`config.mk`:
```
export PLATFORM = sky130hd
export DESIGN_NAME = aes_round_sequencer
export DESIGN_NICKNAME = d
export VERILOG_FILES = /design/src/rtl/aes_round_sequencer_pkg.sv /design/src/rtl/aes_round_sequencer_window_counter.sv /design/src/rtl/aes_round_sequencer.sv
export SDC_FILE = /design/constraint.sdc
export NUM_CORES = 1
export LEC_CHECK = 0
export CORE_UTILIZATION = 34
export CTS_BUF_LIST = sky130_fd_sc_hd__clkbuf_16
export DETAILED_ROUTE_END_ITERATION = 8
export GPL_TIMING_DRIVEN = 0
export SLEW_MARGIN = 20
export SYNTH_ARGS = -nofsm -noshare
export SYNTH_HDL_FRONTEND = slang
export SYNTH_HIERARCHICAL = 1
export SYNTH_SLANG_ARGS = --single-unit
```
`constraint.sdc`:
```
create_clock -name clock -period 7.2 [get_ports clock]
set_input_delay 1.8 -clock clock [delete_from_list [all_inputs] [get_ports clock]]
set_output_delay 1.8 -clock clock [all_outputs]
set_load 0.1 [all_outputs]
```
`src/rtl/aes_round_sequencer_pkg.sv`:
```
// Shared definitions for the byte-serial AES round sequencer.
package aes_round_sequencer_pkg;

  localparam int AES_BLOCK_BYTES = 16;
  localparam int AES_MAX_ROUNDS  = 14;
  localparam int CYC_W           = 6;
  localparam int RND_W           = $clog2(AES_MAX_ROUNDS + 1);

  typedef enum logic [2:0] {
    ST_IDLE  = 3'd0,
    ST_LOAD  = 3'd1,
    ST_GAP   = 3'd2,
    ST_ROUND = 3'd3,
    ST_DRAIN = 3'd4
  } seq_state_t;

  // True in the states where a byte enters the datapath.
  function automatic logic is_inject(seq_state_t s);
    return (s == ST_LOAD) || (s == ST_ROUND);
  endfunction

endpackage

```
`src/rtl/aes_round_sequencer_window_counter.sv`:
```
// Window position counter: counts 0..ROUND_LAT-1 from each window's byte 0.
// Exposes the next position so the sequencer can register its outputs
// against the cycle they describe.
module aes_round_sequencer_window_counter
  import aes_round_sequencer_pkg::*;
#(
  parameter int ROUND_LAT = 18
) (
  input  logic             clock,
  input  logic             reset,
  input  logic             clear,
  output logic [CYC_W-1:0] cyc_nxt,
  output logic             terminal,
  output logic             byte_last
);

  localparam logic [CYC_W-1:0] CYC_LAST  = CYC_W'(ROUND_LAT - 1);
  localparam logic [CYC_W-1:0] BYTE_LAST = CYC_W'(AES_BLOCK_BYTES - 1);

  logic [CYC_W-1:0] cyc;

  assign terminal  = (cyc == CYC_LAST);
  assign byte_last = (cyc == BYTE_LAST);

  // Restart on clear, wrap after the last cycle of a window, else advance.
  always_comb begin
    cyc_nxt = cyc + CYC_W'(1);
    if (clear || terminal) begin
      cyc_nxt = '0;
    end
  end

  // Window position register.
  always_ff @(posedge clock or posedge reset) begin
    if (reset) begin
      cyc <= '0;
    end else begin
      cyc <= cyc_nxt;
    end
  end

endmodule

```
`src/rtl/aes_round_sequencer.sv`:
```
// Control sequencer for the byte-serial AES round datapath: admits one
// 16-byte block, loops each round back through the datapath and drives
// frame sync, MixColumns bypass and key-schedule selects.
//
//   state    | meaning
//   ---------+-----------------------------------------------------------
//   ST_IDLE  | waiting for start; all outputs low
//   ST_LOAD  | round 1 window: plaintext bytes 0..15 enter from the input
//   ST_GAP   | window cycles 16..ROUND_LAT-1, nothing injected
//   ST_ROUND | round 2..NR window: feedback bytes 0..15 re-enter
//   ST_DRAIN | final round output emerging: 16 ciphertext bytes
//
// Reset release is expected to be synchronous to clock upstream.
module aes_round_sequencer
  import aes_round_sequencer_pkg::*;
#(
  parameter int NR        = 10,
  parameter int ROUND_LAT = 18
) (
  input  logic             clock,
  input  logic             reset,
  input  logic             start,
  output logic             busy,
  output logic             in_ready,
  output logic             load_sel,
  output logic             inject,
  output logic             sr_frame,
  output logic             mc_bypass,
  output logic [RND_W-1:0] round,
  output logic [3:0]       byte_idx,
  output logic [RND_W-1:0] ark_round,
  output logic             ark_valid,
  output logic             out_valid,
  output logic             done
);

  localparam logic [RND_W-1:0] NR_L      = RND_W'(NR);
  localparam logic [CYC_W-1:0] BYTE_LAST = CYC_W'(AES_BLOCK_BYTES - 1);

  seq_state_t       state, state_nxt;
  logic [RND_W-1:0] rnd, rnd_nxt;
  logic [CYC_W-1:0] cyc_nxt;
  logic             terminal, byte_last, win_clear, inj_nxt;

  // The window counter is held at 0 while idle and restarted when a new
  // block follows the done cycle directly.
  assign win_clear = (state == ST_IDLE) || ((state == ST_DRAIN) && byte_last);
  assign inj_nxt   = is_inject(state_nxt);

  aes_round_sequencer_window_counter #(
    .ROUND_LAT (ROUND_LAT)
  ) u_window (
    .clock     (clock),
    .reset     (reset),
    .clear     (win_clear),
    .cyc_nxt   (cyc_nxt),
    .terminal  (terminal),
    .byte_last (byte_last)
  );

  // Next state and round; windows advance strictly on the counter wrap so
  // round spacing is exactly ROUND_LAT.
  always_comb begin
    state_nxt = state;
    rnd_nxt   = rnd;
    case (state)
      ST_IDLE: begin
        if (start) begin
          state_nxt = ST_LOAD;
          rnd_nxt   = RND_W'(1);
        end
      end
      ST_LOAD, ST_ROUND, ST_GAP: begin
        if (terminal) begin
          if (rnd == NR_L) begin
            state_nxt = ST_DRAIN;
          end else begin
            state_nxt = ST_ROUND;
            rnd_nxt   = rnd + RND_W'(1);
          end
        end else if ((state != ST_GAP) && byte_last) begin
          state_nxt = ST_GAP;
        end
      end
      ST_DRAIN: begin
        if (byte_last) begin
          if (start) begin
            state_nxt = ST_LOAD;
            rnd_nxt   = RND_W'(1);
          end else begin
            state_nxt = ST_IDLE;
            rnd_nxt   = '0;
          end
        end
      end
      default: begin
        state_nxt = ST_IDLE;
        rnd_nxt   = '0;
      end
    endcase
  end

  // State register plus outputs decoded from the state being entered, so
  // every output is a flop aligned with the cycle it describes.
  always_ff @(posedge clock or posedge reset) begin
    if (reset) begin
      state     <= ST_IDLE;
      rnd       <= '0;
      busy      <= 1'b0;
      in_ready  <= 1'b0;
      load_sel  <= 1'b0;
      inject    <= 1'b0;
      sr_frame  <= 1'b0;
      mc_bypass <= 1'b0;
      round     <= '0;
      byte_idx  <= '0;
      ark_round <= '0;
      ark_valid <= 1'b0;
      out_valid <= 1'b0;
      done      <= 1'b0;
    end else begin
      state     <= state_nxt;
      rnd       <= rnd_nxt;
      busy      <= (state_nxt != ST_IDLE);
      in_ready  <= (state_nxt == ST_LOAD);
      load_sel  <= (state_nxt == ST_LOAD);
      inject    <= inj_nxt;
      sr_frame  <= inj_nxt && (cyc_nxt == '0);
      mc_bypass <= inj_nxt && (rnd_nxt == NR_L);
      round     <= rnd_nxt;
      byte_idx  <= inj_nxt ? cyc_nxt[3:0] : 4'd0;
      ark_valid <= (state_nxt == ST_ROUND) || (state_nxt == ST_DRAIN);
      if (state_nxt == ST_ROUND) begin
        ark_round <= rnd_nxt - RND_W'(1);
      end else if (state_nxt == ST_DRAIN) begin
        ark_round <= NR_L;
      end else begin
        ark_round <= '0;
      end
      out_valid <= (state_nxt == ST_DRAIN);
      done      <= (state_nxt == ST_DRAIN) && (cyc_nxt == BYTE_LAST);
    end
  end

endmodule

```
==> results of run 1 <==
-- cells by family after synthesis --
family | after synthesis | synth area share (%)
and+or+nand+nor | 51 | 19.75
adders and majority gates | 6 | 5.459
xor gates and xnor gates | 5 | 3.185
AOI/OAI and AO/OA | 20 | 12.83
buffers and inverters | 15 | 4.459
muxes | 2 | 1.547
DFF | 29 | 52.78
-- power by group --
part	switching [uW]	internal, uW
clock network	65.3	160
logic	3.69	1.29
registers	0	163
total	69.0	324
-- state kept, by name, summed over array words and instances, names as in the netlist --
name,cells
u_window/cyc,6
busy,1
rnd,4
mc_bypass,1
load_sel,1
state,3
out_valid,1
inject,1
sr_frame,1
ark_round,4
done,1
ark_valid,1
byte_idx,4
-- layer usage --
| metal | vias to the layer above | track usage (%) | wire length [um] |
|---|---|---|---|
| met5 | - | 0 | 0 |
| met4 | 0 | 6.793 | 53 |
| met3 | 6 | 5.382 | 121 |
| met2 | 37 | 24.36 | 1324 |
| met1 | 486 | 18.26 | 1303 |
| li1 | 498 | - | - |
-- per-stage QoR --
| step | cell area, sq um | utilization (%) | instances | hold slack, ns |
|---|---|---|---|---|
| final | 1832 | 48.57 | 206 | 0.5546 |
| after global routing | 1832 | 48.57 | 206 | 0.6000 |
| after CTS | 1832 | 48.57 | 206 | 0.5529 |
| after detailed placement | 1672 | 44.33 | 199 | 0.5553 |
| after global placement | 1665 | 44.16 | 199 | 0.5405 |
| after floorplan | 1375 | - | 128 | 0.5054 |
-- worst min path at each step --
stage,cells after the start,start,endpoint,slack (ns)
after floorplan,1,u_window/cyc[0],u_window/cyc[0],0.51
after global placement,1,u_window/cyc[0],u_window/cyc[0],0.54
after detailed placement,1,u_window/cyc[0],u_window/cyc[0],0.56
after CTS,1,u_window/cyc[0],u_window/cyc[0],0.55
after global routing,1,u_window/cyc[0],u_window/cyc[0],0.60
final,1,u_window/cyc[0],u_window/cyc[0],0.55
-- cell type report --
| type | count | area [sq um] |
|---|---|---|
| clock buffer | 5 | 125.1 |
| clock inverter | 2 | 35.03 |
| buffer | 2 | 12.51 |
| fill | 329 | 1939 |
| multi-input combinational | 84 | 594.3 |
| timing repair buffer | 23 | 230.2 |
| inverter | 13 | 48.80 |
| sequential | 29 | 725.7 |
| tap | 48 | 60.06 |
-- cell usage in the layout (no fill, tap or decap), types with 2 or more instances in the layout --
| master | Yosys | layout |
|---|---|---|
| a21oi_1 | 2 | 2 |
| and2_1 | 5 | 5 |
| and4_1 | 2 | 2 |
| clkbuf_16 | 0 | 5 |
| clkdlybuf4s50_1 | 0 | 23 |
| dfrtp_1 | 29 | 29 |
| ha_1 | 6 | 6 |
| inv_1 | 13 | 13 |
| nand2_1 | 12 | 12 |
| nor2_1 | 14 | 14 |
| nor2b_1 | 2 | 2 |
| nor3_1 | 2 | 2 |
| nor3b_1 | 2 | 2 |
| nor4_2 | 1 | 2 |
| o21ai_0 | 4 | 4 |
| o21bai_1 | 2 | 2 |
| xnor2_1 | 2 | 2 |
| xor2_1 | 3 | 3 |
==> flow_summary.toml, run 1 <==
[die]
fp-row-count = 22
die_h_um = 65.60
dieWidth_um = 65.60
start_util_pct = 36.46
coreArea_sq_um = 3771
ios = 24
die_area_sq_um = 4303

[critical_path]
worstReg2RegStart = "u_window/cyc[0]"
worstPathRequired_ns = 5.40
rr_endpoint = "sr_frame"
path_class = "flop to primary output"
cp_top_family = "buffers and inverters"
crit_cells = 1
cp_num_buf_inv = 1
worstPathMaxFanout = 7
start_kind = "flop"
worst_setup_path_end_kind = "primary output"
worstSetupEndpoint = "round[2]"
worstRegToRegCells = 10
crit_arrival_ns = 1.90
slowest_stage = "clkdlybuf4s50_1"
startpoint = "rnd[2]"
max_stage_delay_ns = 1.18
worstPathCellList = "clkdlybuf4s50_1"
r2r_slack_ns = 4.15

[power]
power_uw = 393.3
p_per_area_nw_per_um2 = 214.7
ir_worst_vdd_mv = 0.1153
power_leakage_uw = 0.0008036

[drt]
via_per_inst = 4.985
wl_per_cell_um = 13.61
drtIter0Drc = 49
first_pass_iters = 4
vias = 1027
drc = 0
wirelength_um = 2803
ant_nets = 0

[timing]
max_slew_margin_pct = 34.45
worst_clock_skew_ns = 0.003747
fin_crit_ns = 3.702
rsz0062_at_grt = "no"
finalWorstSetupSlack_ns = 3.498
clock.fmax_ghz = 0.2701
setup_viol = 0
fin_tns_setup_ns = 0
hold_viol = 0
fin_crit_sh_pct = 51.42
finalMaxSlewViolations = 0
tightest_slew_ns = 0.9802

[global_routing]
grt_max_degree = 24
grt_usage_pct = 15.22
grt_overflow = 0
grt_pass1_vias = 1022
grt_pass1_wl_um = 4774
grt_antenna_before_repair = 0

[yosys]
synth_async_sr_flop_share_pct = 100.0
syn_nets = 137
synth_common_cells = "dfrtp_1, nor2_1, inv_1"
synth_area_per_cell_sq_um = 10.74
syn_area_sq_um = 1375
synthCells = 128
synth_edf_count = 0
ys.flop_type = "dfrtp_1"
ys_seq_elements = 29
ys.warnings.count = 6
ys_types = 42
seq_area_frac_synth_pct = 52.78
yosysMostFrequentCell = "dfrtp_1"
yosys.area.top_type_share_pct = 52.78
synth_area_leaders = "dfrtp_1, ha_1, nor2_1, inv_1, nand2_1"
synth_top_area_cell = "dfrtp_1"

[clock_network]
htree_levels = 2
cts-root-buf = "clkbuf_16"
clock_latency_ns = 0.27
clockBufferDepth = 2
cts-buffers-inserted = 5
ctsResizeCount = 0
postCtsSetupBuffers = 0
cts_hold_buf = 0
clk_pin_slew_ns = 0.05
cts.sinks = 29
cts_tree = "built"

[placement]
hpwl_um = 1997
preCtsSetupSlack_ns = 3.320
io_buffers = 23
globalplace.congestion = 0.8665

[min_path]
hp-class = "flop to flop"

[run]
maxCapViolCount = 0

[layout]
fin_nets = 167
syn2layout_area_growth_pct = 33.21
drive_gt1_share_pct = 12.66
antenna_cells = 0

[outcome]
outcome = "finished, final reports clean"
(Power assumes the default switching activity.)
==> run 2, diff against run 1 <==
clock period = 3.4 ns   (was 7.2 ns; I/O delays follow)
==> results of run 2 <==
Same layout as run 1 (identical final DEF). Status: finished, final reports clean.
Main changes from that run: setup slack after placement 3.320 ns -> 0.3897 ns; setup slack after layout 3.498 ns -> 0.3459 ns; start point of the critical path rnd[2] -> u_window/cyc[0]; end point of the critical path round[2] -> sr_frame; register-to-register setup slack 4.15 ns -> 0.35 ns; total power 393.3 uW -> 833.0 uW; worst IR drop on VDD 0.1153 mV -> 0.2441 mV
